File: src/rtl/ex_muldiv_if.sv
// Request/response bundle between the EX issue logic and the multi-cycle mul/div unit.
// The issue side is the master: it drives the operation and accepts the result.
interface ex_muldiv_if #(
  parameter int XLEN       = 32,
  parameter int REG_ADDR_W = 5
);
  logic                  in_valid;
  logic                  in_ready;
  logic [2:0]            op;
  logic [XLEN-1:0]       src1;
  logic [XLEN-1:0]       src2;
  logic [REG_ADDR_W-1:0] rd;
  logic                  out_valid;
  logic                  out_ready;
  logic [XLEN-1:0]       out_data;
  logic [REG_ADDR_W-1:0] out_rd;

  modport master (
    output in_valid, op, src1, src2, rd, out_ready,
    input  in_ready, out_valid, out_data, out_rd
  );

  modport slave (
    input  in_valid, op, src1, src2, rd, out_ready,
    output in_ready, out_valid, out_data, out_rd
  );
endinterface

File: src/rtl/ex_muldiv.sv
// RV32M multiply/divide unit: XLEN/BITS_PER_CYCLE+1 edges per op (1 for divide special cases).
// Result is held in DONE until out_ready; no new accept until back in IDLE; flush aborts.
module ex_muldiv #(
  parameter int XLEN           = 32,
  parameter int BITS_PER_CYCLE = 1,
  parameter int REG_ADDR_W     = 5
) (
  input  logic       clk,
  input  logic       rst_n,
  input  logic       flush,
  output logic       busy,
  ex_muldiv_if.slave bus
);
  localparam int ITERS = XLEN / BITS_PER_CYCLE;
  localparam int CNT_W = $clog2(ITERS + 1);
  localparam logic [XLEN-1:0] MIN_VAL = {1'b1, {(XLEN-1){1'b0}}};

  localparam logic [2:0] OP_MUL    = 3'd0;
  localparam logic [2:0] OP_MULH   = 3'd1;
  localparam logic [2:0] OP_MULHSU = 3'd2;
  localparam logic [2:0] OP_MULHU  = 3'd3;
  localparam logic [2:0] OP_DIV    = 3'd4;
  localparam logic [2:0] OP_DIVU   = 3'd5;
  localparam logic [2:0] OP_REM    = 3'd6;
  localparam logic [2:0] OP_REMU   = 3'd7;

  typedef enum logic [1:0] {IDLE, CALC, FIX, DONE} state_t;

  state_t                state, state_nxt;
  logic [2:0]            op_q;
  logic [REG_ADDR_W-1:0] rd_q;
  logic [XLEN-1:0]       acc, lo, opnd, data_q;
  logic                  neg_q;
  logic [CNT_W-1:0]      cnt;

  // Operand conditioning at accept
  logic            is_div, signed1, signed2, s1, s2, div_zero, div_ovf, special, accept, neg_in;
  logic [XLEN-1:0] mag1, mag2;

  always_comb begin
    is_div   = bus.op[2];
    signed1  = (bus.op != OP_MULHU) && (bus.op != OP_DIVU) && (bus.op != OP_REMU);
    signed2  = (bus.op == OP_MUL) || (bus.op == OP_MULH) || (bus.op == OP_DIV) || (bus.op == OP_REM);
    s1       = signed1 & bus.src1[XLEN-1];
    s2       = signed2 & bus.src2[XLEN-1];
    mag1     = s1 ? -bus.src1 : bus.src1;
    mag2     = s2 ? -bus.src2 : bus.src2;
    div_zero = is_div && (bus.src2 == '0);
    div_ovf  = ((bus.op == OP_DIV) || (bus.op == OP_REM)) &&
               (bus.src1 == MIN_VAL) && (bus.src2 == '1);
    special  = div_zero || div_ovf;
    neg_in   = (is_div && bus.op[1]) ? s1 : (s1 ^ s2);
    accept   = bus.in_valid && (state == IDLE) && !flush;
  end

  // One iteration step; {acc,lo} is the product for multiply, {remainder,dividend/quotient} for divide
  logic [XLEN-1:0] m_hi, m_lo, d_rem, d_quo;
  logic [XLEN:0]   m_sum, d_trial;

  always_comb begin
    m_hi    = acc;
    m_lo    = lo;
    d_rem   = acc;
    d_quo   = lo;
    m_sum   = '0;
    d_trial = '0;
    for (int i = 0; i < BITS_PER_CYCLE; i++) begin
      m_sum   = {1'b0, m_hi} + (m_lo[0] ? {1'b0, opnd} : '0);
      m_lo    = {m_sum[0], m_lo[XLEN-1:1]};
      m_hi    = m_sum[XLEN:1];
      d_trial = {d_rem, d_quo[XLEN-1]};
      d_quo   = {d_quo[XLEN-2:0], 1'b0};
      if (d_trial >= {1'b0, opnd}) begin
        d_trial  = d_trial - {1'b0, opnd};
        d_quo[0] = 1'b1;
      end
      d_rem = d_trial[XLEN-1:0];
    end
  end

  logic [2*XLEN-1:0] prod_s;
  logic [XLEN-1:0]   fix_res;

  always_comb begin
    prod_s = neg_q ? -{acc, lo} : {acc, lo};
    case (op_q)
      OP_MUL:                      fix_res = prod_s[XLEN-1:0];
      OP_MULH, OP_MULHSU, OP_MULHU: fix_res = prod_s[2*XLEN-1:XLEN];
      OP_DIV, OP_DIVU:             fix_res = neg_q ? -lo : lo;
      default:                     fix_res = neg_q ? -acc : acc;
    endcase
  end

  always_ff @(posedge clk or negedge rst_n) begin
    if (!rst_n) begin
      state <= IDLE;
    end else begin
      state <= state_nxt;
    end
  end

  always_comb begin
    state_nxt = state;
    case (state)
      IDLE: if (bus.in_valid) state_nxt = special ? FIX : CALC;
      CALC: if (cnt == CNT_W'(1)) state_nxt = FIX;
      FIX:  state_nxt = DONE;
      DONE: if (bus.out_ready) state_nxt = IDLE;
      default: state_nxt = IDLE;
    endcase
    if (flush) state_nxt = IDLE;
  end

  always_ff @(posedge clk or negedge rst_n) begin
    if (!rst_n) begin
      op_q   <= '0;
      rd_q   <= '0;
      acc    <= '0;
      lo     <= '0;
      opnd   <= '0;
      neg_q  <= 1'b0;
      cnt    <= '0;
      data_q <= '0;
    end else if (accept) begin
      op_q <= bus.op;
      rd_q <= bus.rd;
      cnt  <= CNT_W'(ITERS);
      if (special) begin
        // Special cases skip CALC: preload quotient/remainder so FIX selects them unsigned
        neg_q <= 1'b0;
        opnd  <= '0;
        lo    <= div_zero ? '1 : MIN_VAL;
        acc   <= div_zero ? bus.src1 : '0;
      end else begin
        neg_q <= neg_in;
        acc   <= '0;
        lo    <= is_div ? mag1 : mag2;
        opnd  <= is_div ? mag2 : mag1;
      end
    end else if (state == CALC) begin
      acc <= op_q[2] ? d_rem : m_hi;
      lo  <= op_q[2] ? d_quo : m_lo;
      cnt <= cnt - 1'b1;
    end else if (state == FIX) begin
      data_q <= (rd_q == '0) ? '0 : fix_res;
    end
  end

  assign bus.in_ready  = (state == IDLE);
  assign bus.out_valid = (state == DONE);
  assign bus.out_data  = data_q;
  assign bus.out_rd    = rd_q;
  assign busy          = (state != IDLE);
endmodule

File: src/flat_wrapper.sv
// flat-port wrapper written by rule: the top's interface ports become plain ports
module ex_muldiv_flat 
#(
  parameter int XLEN           = 32,
  parameter int BITS_PER_CYCLE = 1,
  parameter int REG_ADDR_W     = 5
)
  (clk, rst_n, flush, busy, bus_in_valid, bus_op, bus_src1, bus_src2, bus_rd, bus_out_ready, bus_in_ready, bus_out_valid, bus_out_data, bus_out_rd);
  ex_muldiv_if #(.XLEN(XLEN), .REG_ADDR_W(REG_ADDR_W)) bus_i ();
  input  logic clk;
  input  logic rst_n;
  input  logic flush;
  output logic busy;
  input wire logic [$bits(bus_i.in_valid)-1:0] bus_in_valid;
  input wire logic [$bits(bus_i.op)-1:0] bus_op;
  input wire logic [$bits(bus_i.src1)-1:0] bus_src1;
  input wire logic [$bits(bus_i.src2)-1:0] bus_src2;
  input wire logic [$bits(bus_i.rd)-1:0] bus_rd;
  input wire logic [$bits(bus_i.out_ready)-1:0] bus_out_ready;
  output wire logic [$bits(bus_i.in_ready)-1:0] bus_in_ready;
  output wire logic [$bits(bus_i.out_valid)-1:0] bus_out_valid;
  output wire logic [$bits(bus_i.out_data)-1:0] bus_out_data;
  output wire logic [$bits(bus_i.out_rd)-1:0] bus_out_rd;
  assign bus_i.in_valid = bus_in_valid;
  assign bus_i.op = bus_op;
  assign bus_i.src1 = bus_src1;
  assign bus_i.src2 = bus_src2;
  assign bus_i.rd = bus_rd;
  assign bus_i.out_ready = bus_out_ready;
  assign bus_in_ready = bus_i.in_ready;
  assign bus_out_valid = bus_i.out_valid;
  assign bus_out_data = bus_i.out_data;
  assign bus_out_rd = bus_i.out_rd;
  ex_muldiv #(.XLEN(XLEN), .BITS_PER_CYCLE(BITS_PER_CYCLE), .REG_ADDR_W(REG_ADDR_W)) u_core (.clk(clk), .rst_n(rst_n), .flush(flush), .busy(busy), .bus(bus_i));
endmodule
File: config.mk
export PLATFORM = sky130hd
export DESIGN_NAME = ex_muldiv_flat
export DESIGN_NICKNAME = d
export VERILOG_FILES = /design/src/rtl/ex_muldiv_if.sv /design/src/rtl/ex_muldiv.sv /design/src/flat_wrapper.sv
export SDC_FILE = /design/constraint.sdc
export NUM_CORES = 1
export LEC_CHECK = 0
export BUFFER_PORTS_ARGS = -buffer_cell sky130_fd_sc_hd__buf_2
export CAP_MARGIN = 20
export CORE_AREA = 2 2 188 190
export CTS_CLUSTER_SIZE = 16
export DETAILED_ROUTE_END_ITERATION = 10
export DIE_AREA = 0 0 190 192
export MAX_ROUTING_LAYER = met4
export RECOVER_POWER = 50
export SLEW_MARGIN = 20
export SYNTH_ARGS = -nofsm -noshare
export SYNTH_HDL_FRONTEND = slang
export SYNTH_SLANG_ARGS = --single-unit
File: constraint.sdc
create_clock -name clk -period 8.6 [get_ports clk]
set_input_delay 1.29 -clock clk [delete_from_list [all_inputs] [get_ports clk]]
set_output_delay 1.29 -clock clk [all_outputs]
set_load 0.01 [all_outputs]
==> metrics, run 1 <==
Max rail drop VDD 0.1896 mV; post-synthesis async set-or-reset flop share 100.0%; crit-path cells clkbuf_1 > buf_4; leakage 0.007092 uW; drt total wl 61020 um; final setup vio count 0; Final TNS setup 0 ps; # rows 68; Hold Path Class reg2reg; initial antenna violation count 3; GR Util All Layers 34.29%; fin crit period 5426 ps; I/O Buffers 116; clk_lat worst skew 460 ps; period utilization 63.09%; Setup crit end u_core.op_q[2]$_DFFE_PN0P_; failing checks capacitance limit, slew limit; CTS tree built; RSZ-0062 raised after global routing false; drt wl/cell 24.11 um; Post-synth EDFFs 0; Post-CTS Setup Inserts 0; drt via density 6.370; register area share after synthesis 23.80%; Syn Inst Count 2040; die span in y 192 um; DRT Pass-1 Iters 7; CP max stage delay 3180 ps; layout cells sized above 1 8.828%; r2r worst-path depth 13; Total Die Area 36480 um^2; Worst-path clk slew 70 ps; post-synth top area share 23.80%; status complete, but fails checks; Synth top cells by count 226 x nand2_1, 199 x o21ai_0, 194 x nor2_1; CP bufs+invs 2; Power Dens Cells 449.4 nW/um^2; Crit path depth 2; Primary FF master, synth dfrtp_1; Vias 16123; Nets 2215; htree depth 4; core area 34290 um^2; CTS Buffer Depth 2; cts hold-fix bufs 0; CP arrival 5770 ps; # DRC 0; Slew Limit Fails 106; Worst-Margin Slew 4650 ps; HPWL after DPL 46390 um; MaxCap Viol Count 2; RR Endpoint u_core.acc[29]$_DFFE_PN0P_; Area contributors post-synth dfrtp_1 24%, o21ai_0 6.5%, ha_1 6.2%; Worst slew margin -210.0%; setup slack, reg-to-reg 4190 ps; Crit Reg-Reg Startpoint u_core.lo[0]$_DFFE_PN0P_; Placer Congestion 1.007; critical path class in2async; global route overflow 0; Clock Tree Root clkbuf_16; Final Skew 20.01 ps; area leader, netlist dfrtp_1; final hold violations 0; CTS resizes 0; Die Span X 190 um; most common cell in the netlist nand2_1; CTS Buf Count 17; vias in the first global route 14488; Worst setup SP type input port; Setup crit end kind asynchronous set/reset pin; initial DRC count 1884; Mean Syn Cell Area 7.474 um^2; Initial Util 44.47%; Slowest cell on crit path clkbuf_1; Routed Antenna Nets 0; Worst Setup SP rst_n; mapped cell area 15250 um^2; CP delay by family, top buffers and inverters; Layout area overhead 8.740%; largest net degree at the start of global routing 103; synthesis-stage register bit count 145; Top-Level Pins 117; Peak Freq 184.3 MHz; yosys warns 0; post-synthesis cell type count 76; Sink Count 145; first-pass GRT wire length 91360 um; Syn Nets 2194; Max Fanout on Critical Path 77; total power 7451 uW; WP data required 8940 ps
## area by class of cell
| type | instances | area (um^2) |
|---|---|---|
| Multi-Input combinational cell | 1681 | 10800 |
| Inverter | 73 | 274.0 |
| Sequential cell | 145 | 3633 |
| Clock inverter | 10 | 103.9 |
| Fill cell | 3450 | 17710 |
| Antenna cell | 3 | 7.507 |
| Clock buffer | 21 | 460.4 |
| Tap cell | 455 | 569.3 |
| Timing Repair Buffer | 143 | 733.2 |
## flip-flops by register name (all words and copies together), names as in the netlist
name	count
u_core.neg_q	1
u_core.op_q	3
u_core.lo	32
u_core.opnd	32
u_core.acc	32
u_core.bus.out_rd	5
u_core.cnt	6
u_core.bus.out_data	32
u_core.state	2
## through the flow
stage	setup WS (ps)	instances	util, %	area, um^2	hold slack, ps
after floorplan	4924	2040	-	15250	446.7
after global placement	4142	2497	46.87	16070	459.9
after detailed placement	4099	2497	46.87	16070	464.1
after CTS	4267	2528	48.52	16640	478.7
after global routing	2385	2531	48.35	16580	491.5
final	3174	2531	48.35	16580	477.2
## cells in the final DEF (no fill, tap or decap), types with 13 or more instances in the layout
cell         n
nand3_1     26
a31oi_1     33
mux2i_1     47
mux2_2      23
buf_4       27
inv_1       72
o31ai_1     35
ha_1        75
buf_2       76
or4_1       20
and3_1      31
nor4_1      15
nor2b_1     16
clkbuf_16   17
xor2_1      77
a221o_1     17
o22ai_1     17
clkbuf_1    42
o21ai_0    199
nand2_1    226
nand2b_1    14
o41ai_1     15
nor2_1     194
a211oi_1    23
xnor2_1    107
a22oi_1     14
or3_1       19
o21bai_1    13
a21oi_1    168
dfrtp_1    143
o211ai_1    21
nand4_1     23
a21o_1      39
nor3_1      39
## power breakdown
part,total [uW],switching (uW),internal [uW]
combinational,5200,3250,1950
sequential,1500,502,994
clock,755,339,416
## layer usage
metal / GRT usage [%] / part of all wire, % / wire length (um) / vias up
met3: 5.957 / 9.0 / 5487 / 92
met4: 10.85 / 3.1 / 1904 / 0
li1: - / - / - / 7450
met5: - / 0 / 0 / -
met2: 48.81 / 42 / 25430 / 817
met1: 49.06 / 46 / 28200 / 7764
## cell families after synthesis
kind of cell / Yosys count / share of synthesized area (%)
AO/OA/AOI/OAI: 681 / 28.20
XOR/XNOR: 184 / 10.57
adder cells (fa/ha/maj): 77 / 6.417
buffers and inverters: 214 / 5.408
flip-flops: 145 / 23.80
multiplexers: 70 / 4.784
AND/OR/NAND/NOR: 669 / 20.82
## worst min-delay path by stage
stage,slack [ps],depth (start not counted),from,end
finish,480,1,u_core.bus.out_data[2]$_DFFE_PN0P_,u_core.bus.out_data[2]$_DFFE_PN0P_
global route,490,1,u_core.bus.out_data[2]$_DFFE_PN0P_,u_core.bus.out_data[2]$_DFFE_PN0P_
CTS,480,1,u_core.bus.out_data[2]$_DFFE_PN0P_,u_core.bus.out_data[2]$_DFFE_PN0P_
detailed placement,460,1,u_core.bus.out_data[2]$_DFFE_PN0P_,u_core.bus.out_data[2]$_DFFE_PN0P_
global placement,460,1,u_core.bus.out_data[2]$_DFFE_PN0P_,u_core.bus.out_data[2]$_DFFE_PN0P_
floorplan,450,2,u_core.op_q[0]$_DFFE_PN0P_,u_core.op_q[0]$_DFFE_PN0P_
Power figures use the tool's default switching activity.
==> run 2, diff against run 1 <==
==> constraint.sdc (replaced) <==
create_clock -name clk -period 5.1 [get_ports clk]
set_input_delay 0.765 -clock clk [delete_from_list [all_inputs] [get_ports clk]]
set_output_delay 0.765 -clock clk [all_outputs]
set_load 0.01 [all_outputs]
==> run 2 against run 1 <==
  * Combinational power grew 75%
  * Global-route usage rose by 0.78 points
  * Final cell count rose by 0.47%
  * Non-clock buffer count grew 13
  * Clock-buffer cell count is 3 lower
  * The flow still finishes with violations (capacitance limit, slew limit)
  * Sequential power rose by 63%
  * Core utilization grew 0.41 points
==> metrics, run 2 (synthesized netlist as in run 1, its figures left out) <==
Peak Freq 236.8 MHz; vias in the first global route 14600; Max Fanout on Critical Path 20; P_int 5751 uW; Total Die Area 36480 um^2; largest net degree at the start of global routing 100; GR Util All Layers 35.07%; MaxCap Viol Count 1; leakage 0.007241 uW; CTS Buffer Depth 2; final hold violations 0; CP arrival 4580 ps; DP Area 16160 um^2; drt total wl 62620 um; clk_lat worst skew 450 ps; Worst-Margin Slew 3311 ps; core area 34290 um^2; DRT Pass-1 Iters 7; WP data required 5450 ps; Placer Congestion 1.003; Final Skew 15.34 ps; most common cell after layout, fill and taps aside nand2_1; die span in y 192 um; fin crit period 4223 ps; sw frac 55.18%; Layout area overhead 9.659%; I/O Buffers 116; Worst setup SP type flop; Setup crit end kind flop; CTS tree built; critical path class reg2reg; Vias 16226; HPWL after DPL 47900 um; Clock Tree Root clkbuf_16; Routed Antenna Nets 0; Worst-path clk slew 70 ps; CTS Buf Count 17; initial DRC count 1791; combinational fraction of design power 70.9%; Slew Limit Fails 56; Max rail drop VDD 0.3111 mV; layout cells sized above 1 10.49%; Worst slew margin -120.8%; # DRC 0; RSZ-0062 raised after global routing false; Reg power frac 19.0%; drt wl/cell 24.63 um; cts hold-fix bufs 0; global route overflow 0; Sink Count 145; period utilization 82.80%; final instance area 16720 um^2; # rows 68; Power Dens Cells 767.5 nW/um^2; initial antenna violation count 3; Nets 2228; Final TNS setup 0 ps; status complete, but fails checks; clock share of power 10.1%; Die Span X 190 um; Post-CTS Setup Inserts 0; final setup vio count 0; CTS resizes 0; commonest non-fill, non-tap cells in the layout 226 x nand2_1, 199 x o21ai_0, 193 x nor2_1, 168 x a21oi_1, 143 x dfrtp_1; Hold Path Class reg2reg; htree depth 4; Top-Level Pins 117; Switch Pwr 7081 uW; drt via density 6.381; failing checks capacitance limit, slew limit; first-pass GRT wire length 93780 um; Initial Util 44.47%
[run 2: layout make-up]
class	instances	area [um^2]
fill	3518	17570
multi-input combinational	1681	10810
sequential	145	3633
timing repair buffer	156	852.1
tap	455	569.3
clock buffer	18	439.2
inverter	73	274.0
clock inverter	14	143.9
antenna	1	2.502
[run 2: critical path, cell delays in order (launching register included)]
cell,delay [ps]
dfrtp_1,420
inv_1,180
ha_1,270
nor2b_1,150
o31a_1,330
a22oi_1,430
o21ai_0,320
o21ai_0,690
a21o_1,740
buf_4,240
nand2_1,40
and3_1,170
o21ai_0,160
[run 2: final timing paths]
check                           slack, ps  cells after the start                                from                                  to
worst max-delay path                  880                     12          u_core.opnd[1]$_DFFE_PN0P_          u_core.acc[19]$_DFFE_PN0P_
worst min register to register        480                      1  u_core.bus.out_data[2]$_DFFE_PN0P_  u_core.bus.out_data[2]$_DFFE_PN0P_
max in group asynchronous            1200                      2                               rst_n         u_core.opnd[26]$_DFFE_PN0P_
worst min-delay path                  480                      1  u_core.bus.out_data[2]$_DFFE_PN0P_  u_core.bus.out_data[2]$_DFFE_PN0P_
worst max register to register        880                     12          u_core.opnd[1]$_DFFE_PN0P_          u_core.acc[19]$_DFFE_PN0P_
min in group asynchronous            1430                      1                               rst_n          u_core.acc[15]$_DFFE_PN0P_
[run 2: metrics by stage]
step                setup slack [ps]  utilization [%]  power (uW)  hold slack (ps)  cells
floorplan                       1548                -        8430            446.7   2040
global route                   477.9            48.76       13660            500.8   2543
detailed placement             952.9            47.14       11250            471.0   2509
global placement                1048            47.14       11190            461.3   2509
CTS                            969.9            48.84       12580            315.4   2541
finish                         877.2            48.76       12830            480.5   2543
[run 2: layer usage]
metal  part of all wire (%)  GRT usage (%)  routed length [um]  up-vias
met4                    2.6          8.736                1609        0
met3                    9.4          6.724                5913       75
met2                     42          50.60               26600      847
li1                       -              -                   -     7480
met1                     46          50.13               28500     7824
met5                      0              -                   0        -
[run 2: power groups by stage]
| stage | combinational (uW) | sequential [uW] | clock [uW] |
|---|---|---|---|
| 2_1_floorplan | 6310 | 2120 | 0 |
| 3_3_place_gp | 8790 | 2400 | 0 |
| 3_5_place_dp | 8820 | 2430 | 0 |
| 4_1_cts | 8870 | 2400 | 1310 |
| 5_1_grt | 9800 | 2500 | 1360 |
| 6_report | 9090 | 2440 | 1300 |
==> run 3, diff against run 2 <==
==> constraint.sdc (replaced) <==
create_clock -name clk -period 4 [get_ports clk]
set_input_delay 0.6 -clock clk [delete_from_list [all_inputs] [get_ports clk]]
set_output_delay 0.6 -clock clk [all_outputs]
set_load 0.01 [all_outputs]
==> run 3 against run 2 <==
  * The flow still finishes with violations (capacitance limit, slew limit)
  * First-iteration DRC count grew 2.9%
  * Global-route usage decreased by 0.16 points
  * Clock skew hardly changed
  * Fmax grew 12%
  * Wire length shrank 0.50%
  * Hold slack lost 370 ps
  * Critical path depth is 1 higher
  * Core utilization is 0.90 points higher
  * Clock-buffer cell count rose by 2
  * Critical path type unchanged
  * Largest power group unchanged
==> metrics, run 3 (synthesized netlist as in run 1, its figures left out) <==
Sink Count 145; commonest non-fill, non-tap cells in the layout 226 x nand2_1, 199 x o21ai_0, 193 x nor2_1, 168 x a21oi_1, 143 x dfrtp_1; first-pass GRT wire length 93190 um; r2r worst-path depth 13; fin crit period 3785 ps; drt total wl 62310 um; fin util 49.67%; Met1 Wirelength 27890 um; CTS resizes 0; WP data required 4320 ps; Die Span X 190 um; Nets 2267; Filler Cells Inserted 3468; drt via density 6.365; area of the multi-input gates 10810 um^2; # DRC 0; Post-CTS Setup Inserts 0; htree depth 4; CTS Buffer Depth 2; Max rail drop VDD 0.3994 mV; CP arrival 4110 ps; Top Layer Used met4; RSZ-0062 raised after global routing false; RR Endpoint u_core.acc[29]$_DFFE_PN0P_; met2 WL 26440 um; Clock Tree Root clkbuf_16; layout cells sized above 1 12.04%; Final TNS setup 0 ps; I/O Buffers 116; HPWL after DPL 48550 um; total power 16460 uW; Crit Reg-Reg Startpoint u_core.opnd[0]$_DFFE_PN0P_; final setup vio count 0; leakage 0.007435 uW; die span in y 192 um; final hold violations 0; Setup crit end kind flop; Routed Antenna Nets 0; Placer Congestion 0.9639; CTS tree built; failing checks capacitance limit, slew limit; Worst setup SP type flop; initial antenna violation count 2; Final Skew 15.80 ps; Hold Path Class in2async; global route overflow 0; Initial Util 44.47%; core area 34290 um^2; most common cell after layout, fill and taps aside nand2_1; Total Die Area 36480 um^2; Worst slew margin -51.58%; met3 wire length 6089 um; Layout area overhead 11.69%; largest net degree at the start of global routing 98; Peak Freq 264.2 MHz; Fin Hold WS 112.5 ps; cts hold-fix bufs 0; period utilization 94.64%; Register Area 3633 um^2; CTS Buf Count 17; Top-Level Pins 117; setup slack, reg-to-reg 210 ps; Worst-Margin Slew 2274 ps; Max Fanout on Critical Path 3; clk_lat worst skew 460 ps; Worst-path clk slew 80 ps; Slew Limit Fails 71; initial DRC count 1843; DRT Pass-1 Iters 6; status complete, but fails checks; Power Dens Cells 966.6 nW/um^2; Vias 16441; MaxCap Viol Count 2; drt wl/cell 24.12 um; vias in the first global route 14742; critical path class reg2reg; # rows 68; GR Util All Layers 34.91%
run 3: changes by cell type in the layout (fill, tap and decap cells not counted):
cell / delta
buf_4: +36
clkbuf_2: -1
diode_2: +1
buf_12: +1
inv_8: -3
inv_6: +2
clkbuf_8: +2
clkinvlp_4: -1
clkbuf_1: +2
buf_6: +1
run 3: power breakdown:
group          internal [uW]  switching, uW
Clock                    919            747
Sequential              2140            816
Combinational           4500           7340
run 3: worst max-delay path, cell delays in order (launching register included):
cell	delay, ps
dfrtp_1	410
and2_1	170
ha_1	210
fa_1	420
a21oi_1	280
nor4_1	120
o311a_1	340
o31ai_1	220
buf_4	170
a21boi_0	170
a221o_1	360
a31o_2	250
nand4_1	90
or3b_2	440
run 3: layout make-up:
type / instances / area share, %
sequential: 145 / 21.34
tap: 455 / 3.343
antenna: 2 / 0.02939
inverter: 73 / 1.609
clock inverter: 12 / 0.7053
multi-input combinational: 1681 / 63.45
clock buffer: 20 / 2.740
timing repair buffer: 195 / 6.789
run 3: layer usage:
| metal | GRT usage, % | vias up |
|---|---|---|
| li1 | - | 7557 |
| met1 | 49.59 | 7902 |
| met2 | 50.13 | 902 |
| met3 | 5.756 | 80 |
| met4 | 11.54 | 0 |
| met5 | - | - |
run 3: worst max path at each step:
| stage | start | endpoint |
|---|---|---|
| floorplan | u_core.lo[0]$_DFFE_PN0P_ | u_core.acc[29]$_DFFE_PN0P_ |
| CTS | u_core.opnd[0]$_DFFE_PN0P_ | u_core.acc[29]$_DFFE_PN0P_ |
| finish | u_core.opnd[0]$_DFFE_PN0P_ | u_core.acc[29]$_DFFE_PN0P_ |
| global route | u_core.opnd[18]$_DFFE_PN0P_ | u_core.acc[12]$_DFFE_PN0P_ |
| global placement | u_core.opnd[0]$_DFFE_PN0P_ | u_core.acc[29]$_DFFE_PN0P_ |
| detailed placement | u_core.opnd[0]$_DFFE_PN0P_ | u_core.acc[29]$_DFFE_PN0P_ |
run 3: per-stage QoR:
stage	setup WS, ps	std cells	area, um^2
2_1_floorplan	448.3	2040	15250
3_3_place_gp	365.6	2549	16470
3_5_place_dp	298.7	2549	16470
4_1_cts	251.4	2581	17060
5_1_grt	27.02	2583	17030
6_report	214.6	2583	17030
